### config.mk
export PLATFORM = sky130hd
export DESIGN_NAME = matrix_a_load_ctrl_flat
export DESIGN_NICKNAME = d
export VERILOG_FILES = /design/src/rtl/matrix_a_load_ctrl_if.sv /design/src/rtl/matrix_a_load_ctrl.sv /design/src/flat_wrapper.sv
export SDC_FILE = /design/constraint.sdc
export NUM_CORES = 1
export LEC_CHECK = 0
export BUFFER_PORTS_ARGS = -buffer_cell sky130_fd_sc_hd__buf_2
export CAP_MARGIN = 5
export CORE_ASPECT_RATIO = 0.8
export CORE_UTILIZATION = 40
export CTS_BUF_LIST = sky130_fd_sc_hd__clkbuf_16
export CTS_CLUSTER_DIAMETER = 60
export DETAILED_ROUTE_END_ITERATION = 8
export PLACE_DENSITY = 0.76
export SYNTH_ARGS = -nofsm -noshare
export SYNTH_HDL_FRONTEND = slang
export SYNTH_SLANG_ARGS = --single-unit
### constraint.sdc
create_clock -name clk -period 1.7 [get_ports clk]
set_input_delay 0.255 -clock clk [delete_from_list [all_inputs] [get_ports clk]]
set_output_delay 0.255 -clock clk [all_outputs]
set_load 0.005 [all_outputs]
### src/rtl/matrix_a_load_ctrl_if.sv
// Bundle of the load-request, source-memory and matrix-A buffer signals
// of the matrix A load controller.
interface matrix_a_load_ctrl_if #(
  parameter int ADDR_W = 8
);
  logic              start;
  logic [ADDR_W-1:0] base_addr;
  logic              abort;
  logic              mem_rd_en;
  logic [ADDR_W-1:0] mem_addr;
  logic [31:0]       mem_rd_data;
  logic              A_opcode;
  logic [31:0]       Data_to_A;
  logic              buf_rst;
  logic              busy;
  logic              done;
  logic [15:0]       load_count;

  modport master (
    input  start, base_addr, abort, mem_rd_data,
    output mem_rd_en, mem_addr, A_opcode, Data_to_A, buf_rst, busy, done, load_count
  );

  modport slave (
    output start, base_addr, abort, mem_rd_data,
    input  mem_rd_en, mem_addr, A_opcode, Data_to_A, buf_rst, busy, done, load_count
  );
endinterface

### src/rtl/matrix_a_load_ctrl.sv
// Streams `row` consecutive 32-bit words from source memory into the
// matrix A buffer; supports abort and keeps a saturating load counter.
module matrix_a_load_ctrl #(
  parameter int row    = 4,
  parameter int col    = 4,
  parameter int ADDR_W = 8
) (
  input logic                 clk,
  input logic                 reset,
  matrix_a_load_ctrl_if.master bus
);

  localparam int unsigned     CNT_W  = $clog2(row + 1);
  localparam logic [CNT_W-1:0] LAST  = CNT_W'(row - 1);
  // An out-of-range configuration elaborates to a block that never starts.
  localparam bit              CFG_OK = (row >= 2) && (row <= 256) && (col >= 1);

  typedef enum logic [2:0] {
    IDLE,
    FETCH,
    DRAIN,
    DONE,
    ABORT
  } state_t;

  state_t            state_q, state_d;
  logic [CNT_W-1:0]  issue_cnt_q, issue_cnt_d;
  logic [ADDR_W-1:0] base_q, base_d;
  logic [15:0]       load_count_q, load_count_d;
  logic              a_opcode_q;

  logic              rd_en;
  logic [ADDR_W-1:0] rd_addr;
  logic              done_pulse;
  logic              buf_rst_pulse;

  always_ff @(posedge clk) begin
    if (!reset) begin
      state_q      <= IDLE;
      issue_cnt_q  <= '0;
      base_q       <= '0;
      load_count_q <= '0;
      a_opcode_q   <= 1'b0;
    end else begin
      state_q      <= state_d;
      issue_cnt_q  <= issue_cnt_d;
      base_q       <= base_d;
      load_count_q <= load_count_d;
      a_opcode_q   <= rd_en;
    end
  end

  always_comb begin
    state_d       = state_q;
    issue_cnt_d   = issue_cnt_q;
    base_d        = base_q;
    load_count_d  = load_count_q;
    rd_en         = 1'b0;
    rd_addr       = '0;
    done_pulse    = 1'b0;
    buf_rst_pulse = 1'b0;

    case (state_q)
      IDLE: begin
        if (bus.start && !bus.abort && CFG_OK) begin
          base_d      = bus.base_addr;
          issue_cnt_d = '0;
          state_d     = FETCH;
        end
      end
      FETCH: begin
        // The read in the abort cycle is still issued; its word lands in ABORT.
        rd_en   = 1'b1;
        rd_addr = base_q + ADDR_W'(issue_cnt_q);
        if (bus.abort) begin
          state_d = ABORT;
        end else begin
          issue_cnt_d = issue_cnt_q + CNT_W'(1);
          if (issue_cnt_q == LAST) state_d = DRAIN;
        end
      end
      DRAIN: begin
        state_d = bus.abort ? ABORT : DONE;
      end
      DONE: begin
        done_pulse = 1'b1;
        if (load_count_q != '1) load_count_d = load_count_q + 16'd1;
        state_d = IDLE;
      end
      ABORT: begin
        buf_rst_pulse = 1'b1;
        state_d       = IDLE;
      end
      default: state_d = IDLE;
    endcase
  end

  assign bus.mem_rd_en  = rd_en;
  assign bus.mem_addr   = rd_addr;
  assign bus.A_opcode   = a_opcode_q;
  assign bus.Data_to_A  = a_opcode_q ? bus.mem_rd_data : '0;
  assign bus.buf_rst    = buf_rst_pulse;
  assign bus.busy       = (state_q != IDLE);
  assign bus.done       = done_pulse;
  assign bus.load_count = load_count_q;

endmodule

### src/flat_wrapper.sv
// flat-port wrapper written by rule: the top's interface ports become plain ports
module matrix_a_load_ctrl_flat 
#(
  parameter int row    = 4,
  parameter int col    = 4,
  parameter int ADDR_W = 8
)
  (clk, reset, bus_start, bus_base_addr, bus_abort, bus_mem_rd_data, bus_mem_rd_en, bus_mem_addr, bus_A_opcode, bus_Data_to_A, bus_buf_rst, bus_busy, bus_done, bus_load_count);
  matrix_a_load_ctrl_if #(.ADDR_W(ADDR_W)) bus_i ();
  input logic clk;
  input logic reset;
  input wire logic [$bits(bus_i.start)-1:0] bus_start;
  input wire logic [$bits(bus_i.base_addr)-1:0] bus_base_addr;
  input wire logic [$bits(bus_i.abort)-1:0] bus_abort;
  input wire logic [$bits(bus_i.mem_rd_data)-1:0] bus_mem_rd_data;
  output wire logic [$bits(bus_i.mem_rd_en)-1:0] bus_mem_rd_en;
  output wire logic [$bits(bus_i.mem_addr)-1:0] bus_mem_addr;
  output wire logic [$bits(bus_i.A_opcode)-1:0] bus_A_opcode;
  output wire logic [$bits(bus_i.Data_to_A)-1:0] bus_Data_to_A;
  output wire logic [$bits(bus_i.buf_rst)-1:0] bus_buf_rst;
  output wire logic [$bits(bus_i.busy)-1:0] bus_busy;
  output wire logic [$bits(bus_i.done)-1:0] bus_done;
  output wire logic [$bits(bus_i.load_count)-1:0] bus_load_count;
  assign bus_i.start = bus_start;
  assign bus_i.base_addr = bus_base_addr;
  assign bus_i.abort = bus_abort;
  assign bus_i.mem_rd_data = bus_mem_rd_data;
  assign bus_mem_rd_en = bus_i.mem_rd_en;
  assign bus_mem_addr = bus_i.mem_addr;
  assign bus_A_opcode = bus_i.A_opcode;
  assign bus_Data_to_A = bus_i.Data_to_A;
  assign bus_buf_rst = bus_i.buf_rst;
  assign bus_busy = bus_i.busy;
  assign bus_done = bus_i.done;
  assign bus_load_count = bus_i.load_count;
  matrix_a_load_ctrl #(.row(row), .col(col), .ADDR_W(ADDR_W)) u_core (.clk(clk), .reset(reset), .bus(bus_i));
endmodule
==> flow_metrics.env, run 1 <==
export IMPL_status="finished, violations left"
export IMPL_violations="negative setup slack"
export IMPL_grt_overflow_total=0
export IMPL_yosys_area_top_type="dfxtp_1"
export IMPL_rsz0062_at_grt="yes"
export IMPL_synth_seq_cells=31
export IMPL_vdd_drop_max_uv=655
export IMPL_clock_sinks=31
export IMPL_syn_inst=236
export IMPL_crit_slowest_cell="dfxtp_4"
export IMPL_cts_root_buf="clkbuf_16"
export IMPL_yosysTopAreaCellShare_pct=32.2
export IMPL_ys_dominant_reg_cell="dfxtp_1"
export IMPL_firstDrtPassIters=4
export IMPL_p_total_w=0.00183
export IMPL_ys_seq_area_share_pct=32.2
export IMPL_area_delta_synth_final_pct=49.4
export IMPL_h_tree_depth=2
export IMPL_worst_ep_required_time_ps=1440
export IMPL_power_density_nw_per_um2=636
export IMPL_drv_cap=0
export IMPL_ioPinCount=105
export IMPL_vias=2155
export IMPL_start_kind="flop"
export IMPL_synthArstFlopShare_pct=0
export IMPL_synthTopCellsByArea="dfxtp_1, and2_1, a21oi_1"
export IMPL_grt_max_degree=34
export IMPL_drtIter0Drc=80
export IMPL_die_h_um=64.1
export IMPL_ys_types=42
export IMPL_numPortBuffers=104
export IMPL_yosysWarnings=0
export IMPL_slew_headroom_pct=73.5
export IMPL_cp_arrival_ps=1680
export IMPL_grt_pass1_vias=1847
export IMPL_drive_above_1_share_pct=46.8
export IMPL_timing_final_crit_share_pct=114
export IMPL_drv_slew=0
export IMPL_design_area_um2=2880
export IMPL_coreArea_um2=4600
export IMPL_critical_path_buf_inv_count=1
export IMPL_grt_first_pass_wirelength_um=8400
export IMPL_clockBufferDepth=2
export IMPL_max_freq_mhz=516
export IMPL_syn_area_um2=1930
export IMPL_drc=0
export IMPL_fp_dieW_um=79.7
export IMPL_fin_util_pct=62.7
export IMPL_leakage_nw=1.40
export IMPL_path_cells="ha_4, a21o_1, a21oi_4, or3_1, a21oi_1, buf_2"
export IMPL_detail_route_antenna_nets=0
export IMPL_skew_ps=4.02
export IMPL_crit_family="flip-flops"
export IMPL_cp_max_fo=5
export IMPL_hp_class="input port to flop"
export IMPL_setup_ws_ps=-239
export IMPL_min_period_ps=1940
export IMPL_track_usage_pct=21.2
export IMPL_antennaDiodeCount=0
export IMPL_cts_hold_buf=0
export IMPL_cts_buffers_inserted=5
export IMPL_start_util_pct=42.0
export IMPL_final_hold_viol_count=0
export IMPL_place_hpwl_um=3850
export IMPL_rows=22
export IMPL_avgSynthCellArea_um2=8.18
export IMPL_via_per_inst=5.17
export IMPL_endpoint_kind="output pin"
export IMPL_yosys_top_cells_count="and2_1, dfxtp_1, a21oi_1"
export IMPL_syn_num_nets=287
export IMPL_cts_tree="yes"
export IMPL_nets=407
export IMPL_tightestPinTransition_ps=392
export IMPL_routed_wl_um=5380
export IMPL_wl_per_cell_um=12.9
export IMPL_path_clk_slew_ps=50
export IMPL_dpl_instance_area_um2=2600
export IMPL_synth_most_common_cell="and2_1"
export IMPL_setup_violations=7
export IMPL_crit_path_max_incr_delay_ps=360
export IMPL_die_area_um2=5110
export IMPL_crit_type="flop to output pin"
export IMPL_clock_latency_ps=270
export IMPL_antenna_found_initial=0
export IMPL_synth_edf_count=0
export IMPL_place_congestion=0.755
export IMPL_tns_ps=-1260
[report_power, final]
| group | switching [W] | internal (W) |
|---|---|---|
| registers | 0.0000179 | 0.000743 |
| logic | 0.000116 | 0.000125 |
| clock network | 0.000306 | 0.000526 |
| total | 0.000440 | 0.00139 |
[cell usage in the layout, fill, tap and decap left out, types with 4 or more instances in the layout]
cell type | Yosys | layout
or3_1 | 9 | 9
nand3_1 | 9 | 9
clkbuf_16 | 0 | 5
nor3b_1 | 4 | 4
o31ai_1 | 4 | 4
mux2i_1 | 4 | 4
o21ai_0 | 10 | 10
buf_4 | 2 | 18
dfxtp_2 | 0 | 10
inv_1 | 5 | 5
nand4_1 | 6 | 6
a21oi_1 | 29 | 27
nor3_1 | 8 | 7
nor2_1 | 10 | 10
nand2_1 | 19 | 19
dfxtp_1 | 31 | 19
buf_2 | 0 | 103
and2_1 | 34 | 32
[state kept, by name, indices dropped and copies added, names as in the netlist]
register and count:
u_core.bus.load_count 16, u_core.issue_cnt_q 3, u_core.base_q 8, u_core.bus.A_opcode 1, u_core.state_q 3
[cell type report]
class	instances	area, um^2
multi-input combinational	189	1330
clock inverter	3	11.3
tap	60	75.1
clock buffer	5	125
sequential	31	641
timing repair buffer	123	673
fill	405	1720
inverter	6	23.8
[per-stage QoR]
| step | std cells | worst slack [ps] | hold slack (ps) |
|---|---|---|---|
| after global placement | 406 | -74.5 | 450 |
| after detailed placement | 406 | -121 | 454 |
| final | 417 | -239 | 230 |
| after CTS | 416 | -253 | 230 |
| after global routing | 417 | -335 | 230 |
| after floorplan | 236 | 11.8 | 334 |
[cells by family after synthesis]
group	after synthesis	share of synthesized area (%)
simple gates	125	40.3
mux	4	2.08
fa+ha+maj	7	4.93
buf+inv	17	4.15
compound gates	47	14.1
flops	31	32.2
xor+xnor	5	2.27
[layer usage]
layer  GRT usage [%]  wire (um)  up-vias  part of all wire (%)
met4            6.82         83        0                   1.5
met5               0          0        -                     0
li1                -          -     1079                     -
met2            37.3       2550       78                    47
met3            4.29        355       10                   6.6
met1            25.7       2390      988                    44
[worst paths after layout]
| check | endpoint | start | cells past startpoint | slack [ps] |
|---|---|---|---|---|
| worst max register to register | u_core.bus.load_count[13] | u_core.bus.load_count[3] | 4 | 130 |
| worst min-delay path | u_core.base_q[0] | bus_base_addr[0] | 3 | 230 |
| worst min register to register | u_core.base_q[7] | u_core.base_q[7] | 2 | 470 |
| worst max-delay path | bus_mem_addr[7] | u_core.issue_cnt_q[1] | 6 | -240 |
[repair_timing]
action	4_1_cts	5_1_grt
hold endpoints to repair	0	0
gates cloned	0	1
endpoints found under the setup margin	9	19
gates resized for setup	18	15
buffers inserted	2	0
pin swaps	10	3
[worst register-to-register path: cells and delay by family (launching register included)]
family / cells / cell delay [ps]
AOI/OAI and AO/OA: 1 / 140
DFF: 1 / 440
and+or+nand+nor: 3 / 930
Power figures use the tool's default switching activity.
==> run 2, diff against run 1 <==
==> constraint.sdc (replaced) <==
create_clock -name clk -period 1.7 [get_ports clk]
set_input_delay 0.17 -clock clk [delete_from_list [all_inputs] [get_ports clk]]
set_output_delay 0.17 -clock clk [all_outputs]
set_load 0.005 [all_outputs]
==> flow_metrics.env, run 2 (synthesized netlist as in run 1, its figures left out) <==
export IMPL_mostFrequentLayoutCells="buf_2, and2_1, a21oi_1, dfxtp_1, nand2_1"
export IMPL_crit_slowest_cell="or3_1"
export IMPL_tightestPinTransition_ps=642
export IMPL_tns_ps=-906
export IMPL_clock_latency_ps=270
export IMPL_crit_family="compound AO/OA/AOI/OAI gates"
export IMPL_drive_above_1_share_pct=43.7
export IMPL_coreArea_um2=4600
export IMPL_vdd_drop_max_uv=831
export IMPL_place_inst=405
export IMPL_drv_cap=0
export IMPL_cts_buffers_inserted=5
export IMPL_leakage_nw=1.41
export IMPL_antenna_found_initial=0
export IMPL_final_common_cell="buf_2"
export IMPL_vias=2150
export IMPL_nets=407
export IMPL_path_cells="ha_1, a21o_1, a21oi_4, or3_1, a21oi_1, buf_2"
export IMPL_cp_max_fo=5
export IMPL_timing_final_crit_share_pct=111
export IMPL_clock_sinks=31
export IMPL_largest_register_ff_count=16
export IMPL_cts_tree="yes"
export IMPL_fillers=428
export IMPL_grt_first_pass_wirelength_um=8210
export IMPL_max_freq_mhz=529
export IMPL_hp_class="input port to flop"
export IMPL_final_hold_viol_count=0
export IMPL_area_delta_synth_final_pct=46.6
export IMPL_die_h_um=64.1
export IMPL_endpoint_kind="output pin"
export IMPL_cts_hold_buf=0
export IMPL_slew_headroom_pct=57.1
export IMPL_drv_slew=0
export IMPL_place_ws_ps=-22.0
export IMPL_rows=22
export IMPL_power_density_nw_per_um2=642
export IMPL_detail_route_antenna_nets=0
export IMPL_cp_arrival_ps=1720
export IMPL_register_area_um2=631
export IMPL_drc=0
export IMPL_grt_max_degree=34
export IMPL_grt_pass1_vias=1854
export IMPL_track_usage_pct=20.6
export IMPL_drtIter0Drc=115
export IMPL_routed_wl_um=5320
export IMPL_via_per_inst=5.16
export IMPL_wl_per_cell_um=12.8
export IMPL_start_kind="flop"
export IMPL_grt_overflow_total=0
export IMPL_ioPinCount=105
export IMPL_violations="negative setup slack"
export IMPL_place_hpwl_um=3860
export IMPL_rsz0062_at_grt="yes"
export IMPL_antennaDiodeCount=0
export IMPL_min_period_ps=1890
export IMPL_firstDrtPassIters=4
export IMPL_fin_cells=417
export IMPL_h_tree_depth=2
export IMPL_status="finished, violations left"
export IMPL_multiInputGateArea_um2=1280
export IMPL_die_area_um2=5110
export IMPL_worst_ep_required_time_ps=1530
export IMPL_path_clk_slew_ps=50
export IMPL_setup_violations=6
export IMPL_dpl_instance_area_um2=2590
export IMPL_cts_root_buf="clkbuf_16"
export IMPL_critical_path_buf_inv_count=1
export IMPL_start_util_pct=42.0
export IMPL_setup_ws_ps=-190
export IMPL_skew_ps=4.27
export IMPL_clockBufferDepth=2
export IMPL_place_congestion=0.793
export IMPL_crit_path_max_incr_delay_ps=350
export IMPL_crit_type="flop to output pin"
export IMPL_numPortBuffers=104
export IMPL_design_area_um2=2830
export IMPL_fp_dieW_um=79.7
-- run 2: cell count changes in the layout (fill, tap and decap cells not counted), moves of 2 or more --
cell	change
dfxtp_1	+6
dfxtp_2	-5
ha_1	+3
clkinv_1	-2
ha_4	-2
inv_1	+2
-- run 2: cell type report --
| cell class | instances | share of cell area [%] |
|---|---|---|
| inverters | 6 | 0.840 |
| well taps | 60 | 2.65 |
| multi-input cells | 188 | 45.2 |
| repair buffers | 124 | 24.2 |
| clock inverters | 3 | 0.442 |
| clock buffers | 5 | 4.42 |
| flip-flops and latches | 31 | 22.3 |
-- run 2: tightest hold or removal path: stages --
cell	delay [ps]
buf_2	90
nand3_1	50
a21oi_1	50
-- run 2: power breakdown --
part	internal [W]	switching (W)
clock	0.000527	0.000298
combinational	0.000116	0.000108
sequential	0.000744	0.0000226
total	0.00139	0.000428
-- run 2: worst paths after layout --
| path | end | cells past startpoint | start | slack (ps) |
|---|---|---|---|---|
| worst max register to register | u_core.bus.load_count[13] | 5 | u_core.bus.load_count[0] | 80 |
| worst min register to register | u_core.base_q[7] | 2 | u_core.base_q[7] | 470 |
| worst max-delay path | bus_mem_addr[5] | 6 | u_core.issue_cnt_q[1] | -190 |
| worst min-delay path | u_core.base_q[7] | 3 | bus_base_addr[7] | 150 |
-- run 2: layer usage --
layer  global-route usage, %  part of all wire [%]  vias up
li1                        -                     -     1080
met1                    24.6                    43      978
met2                    37.3                    49       85
met3                    4.00                   7.1        7
met4                    5.45                   1.1        0
met5                       0                     0        -
-- run 2: timing repair --
| action | in CTS | in global routing |
|---|---|---|
| endpoints found under the setup margin | 8 | 16 |
| setup buffers | 2 | 2 |
| gates resized for setup | 11 | 8 |
| pin swaps | 8 | 5 |
-- run 2: metrics by stage --
stage,util [%],power (W),hold WS [ps]
after global routing,61.5,0.00189,162
final,61.5,0.00182,150
after floorplan,-,0.000879,249
after global placement,56.3,0.000986,428
after CTS,60.5,0.00182,142
after detailed placement,56.3,0.000991,428
==> run 3, diff against run 2 <==
Settings changed: CORE_UTILIZATION 40 to 25, HOLD_SLACK_MARGIN from default to 0.15, PLACE_DENSITY 0.76 to 0.52.
==> flow_metrics.env, run 3 (synthesized netlist as in run 1, its figures left out) <==
export IMPL_status="finished, violations left"
export IMPL_violations="negative setup slack"
export IMPL_start_util_pct=26.0
export IMPL_grt_pass1_vias=1838
export IMPL_place_inst=462
export IMPL_ff2ff_path_depth=5
export IMPL_drive_above_1_share_pct=46.1
export IMPL_skew_ps=6.93
export IMPL_cts_root_buf="clkbuf_16"
export IMPL_setup_ws_ps=-158
export IMPL_area_delta_synth_final_pct=60.8
export IMPL_p_total_w=0.00202
export IMPL_clock_sinks=31
export IMPL_setup_violations=6
export IMPL_place_congestion=0.713
export IMPL_timing_final_crit_share_pct=109
export IMPL_place_hpwl_um=4270
export IMPL_slew_headroom_pct=72.1
export IMPL_grt_first_pass_wirelength_um=8700
export IMPL_wl_per_cell_um=11.7
export IMPL_path_clk_slew_ps=60
export IMPL_drv_slew=0
export IMPL_power_density_nw_per_um2=651
export IMPL_tightestPinTransition_ps=413
export IMPL_worst_ep_required_time_ps=1530
export IMPL_max_freq_mhz=538
export IMPL_drtIter0Drc=78
export IMPL_rsz0062_at_grt="yes"
export IMPL_place_ws_ps=-32.8
export IMPL_cts_tree="yes"
export IMPL_die_area_um2=8070
export IMPL_clockBufferDepth=2
export IMPL_final_common_cell="buf_2"
export IMPL_min_period_ps=1860
export IMPL_largest_register_ff_count=16
export IMPL_via_per_inst=4.57
export IMPL_grt_max_degree=34
export IMPL_cp_max_fo=5
export IMPL_antenna_found_initial=0
export IMPL_drc=0
export IMPL_fin_util_pct=41.8
export IMPL_vdd_drop_max_uv=322
export IMPL_drv_cap=0
export IMPL_coreArea_um2=7430
export IMPL_crit_type="flop to output pin"
export IMPL_fp_dieW_um=100
export IMPL_routed_wl_um=5600
export IMPL_cp_arrival_ps=1690
export IMPL_firstDrtPassIters=4
export IMPL_cts_buffers_inserted=5
export IMPL_grt_overflow_total=0
export IMPL_die_h_um=80.6
export IMPL_fillers=770
export IMPL_clock_latency_ps=270
export IMPL_mostFrequentLayoutCells="buf_2, and2_1, buf_4, dfxtp_1, a21oi_1"
export IMPL_track_usage_pct=13.5
export IMPL_endpoint_kind="output pin"
export IMPL_ioPinCount=105
export IMPL_vias=2195
export IMPL_antennaDiodeCount=0
export IMPL_leakage_nw=1.50
export IMPL_numPortBuffers=104
export IMPL_start_kind="flop"
export IMPL_hold_path_depth=3
export IMPL_nets=425
export IMPL_rows=28
export IMPL_tns_ps=-749
export IMPL_hp_class="input port to flop"
export IMPL_detail_route_antenna_nets=0
export IMPL_fin_cells=480
export IMPL_final_hold_viol_count=0
export IMPL_h_tree_depth=2
## run 3: cell count changes in the layout (fill, tap and decap cells not counted), moves of 2 or more
| cell | delta |
|---|---|
| buf_4 | +11 |
| ha_1 | -2 |
| a21oi_2 | +2 |
| inv_1 | -2 |
| dlygate4sd3_1 | +6 |
| a21oi_1 | -3 |
## run 3: path summary, 6_finish.rpt
path | from | end | slack [ps]
worst max-delay path | u_core.issue_cnt_q[0] | bus_mem_addr[7] | -160
worst min-delay path | bus_base_addr[5] | u_core.base_q[5] | 150
worst max register to register | u_core.bus.load_count[0] | u_core.bus.load_count[13] | 90
worst min register to register | u_core.base_q[2] | u_core.base_q[2] | 470
## run 3: worst max-delay path: stages (launching register included)
cell     delay (ps)
dfxtp_1         360
ha_4            150
buf_4           100
a21o_1          140
a21oi_4          80
or3_1           340
a21oi_2         130
buf_2           120
## run 3: per-layer routing
metal  part of all wire [%]  vias up  wire [um]  global-route usage, %
li1                       -     1110          -                      -
met4                   0.82        0         46                   3.19
met3                    5.3        5        296                   2.61
met2                     45       73       2500                   21.5
met5                      0        -          0                      0
met1                     49     1007       2750                   18.5
## run 3: where the power goes
part | leakage (nW) | total [W] | switching (W) | internal (W)
combinational | 1.17 | 0.000256 | 0.000120 | 0.000136
clock | 0.0812 | 0.00101 | 0.000323 | 0.000683
sequential | 0.254 | 0.000758 | 0.0000160 | 0.000742
total | 1.50 | 0.00202 | 0.000459 | 0.00156
## run 3: through the flow
stage / cell area, um^2 / hold slack (ps)
floorplan: 1930 / 249
global placement: 2740 / 425
detailed placement: 2740 / 432
CTS: 3030 / 152
global route: 3100 / 178
finish: 3100 / 152
## run 3: final cells by class
type / instances / area, um^2 / share of cell area [%]
Sequential cell: 31 / 629 / 20.3
Multi-Input combinational cell: 188 / 1310 / 42.3
Inverter: 6 / 23.8 / 0.766
Tap cell: 105 / 131 / 4.23
Clock buffer: 5 / 125 / 4.03
Clock inverter: 3 / 38.8 / 1.25
Timing Repair Buffer: 142 / 841 / 27.1
## run 3: timing repair
item / in CTS / in global routing
endpoints found under the setup margin: 8 / 11
pin swaps: 10 / 2
hold endpoints to repair: 6 / 0
buffers inserted: 3 / 1
hold buffers: 6 / 0
gates resized for setup: 14 / 10
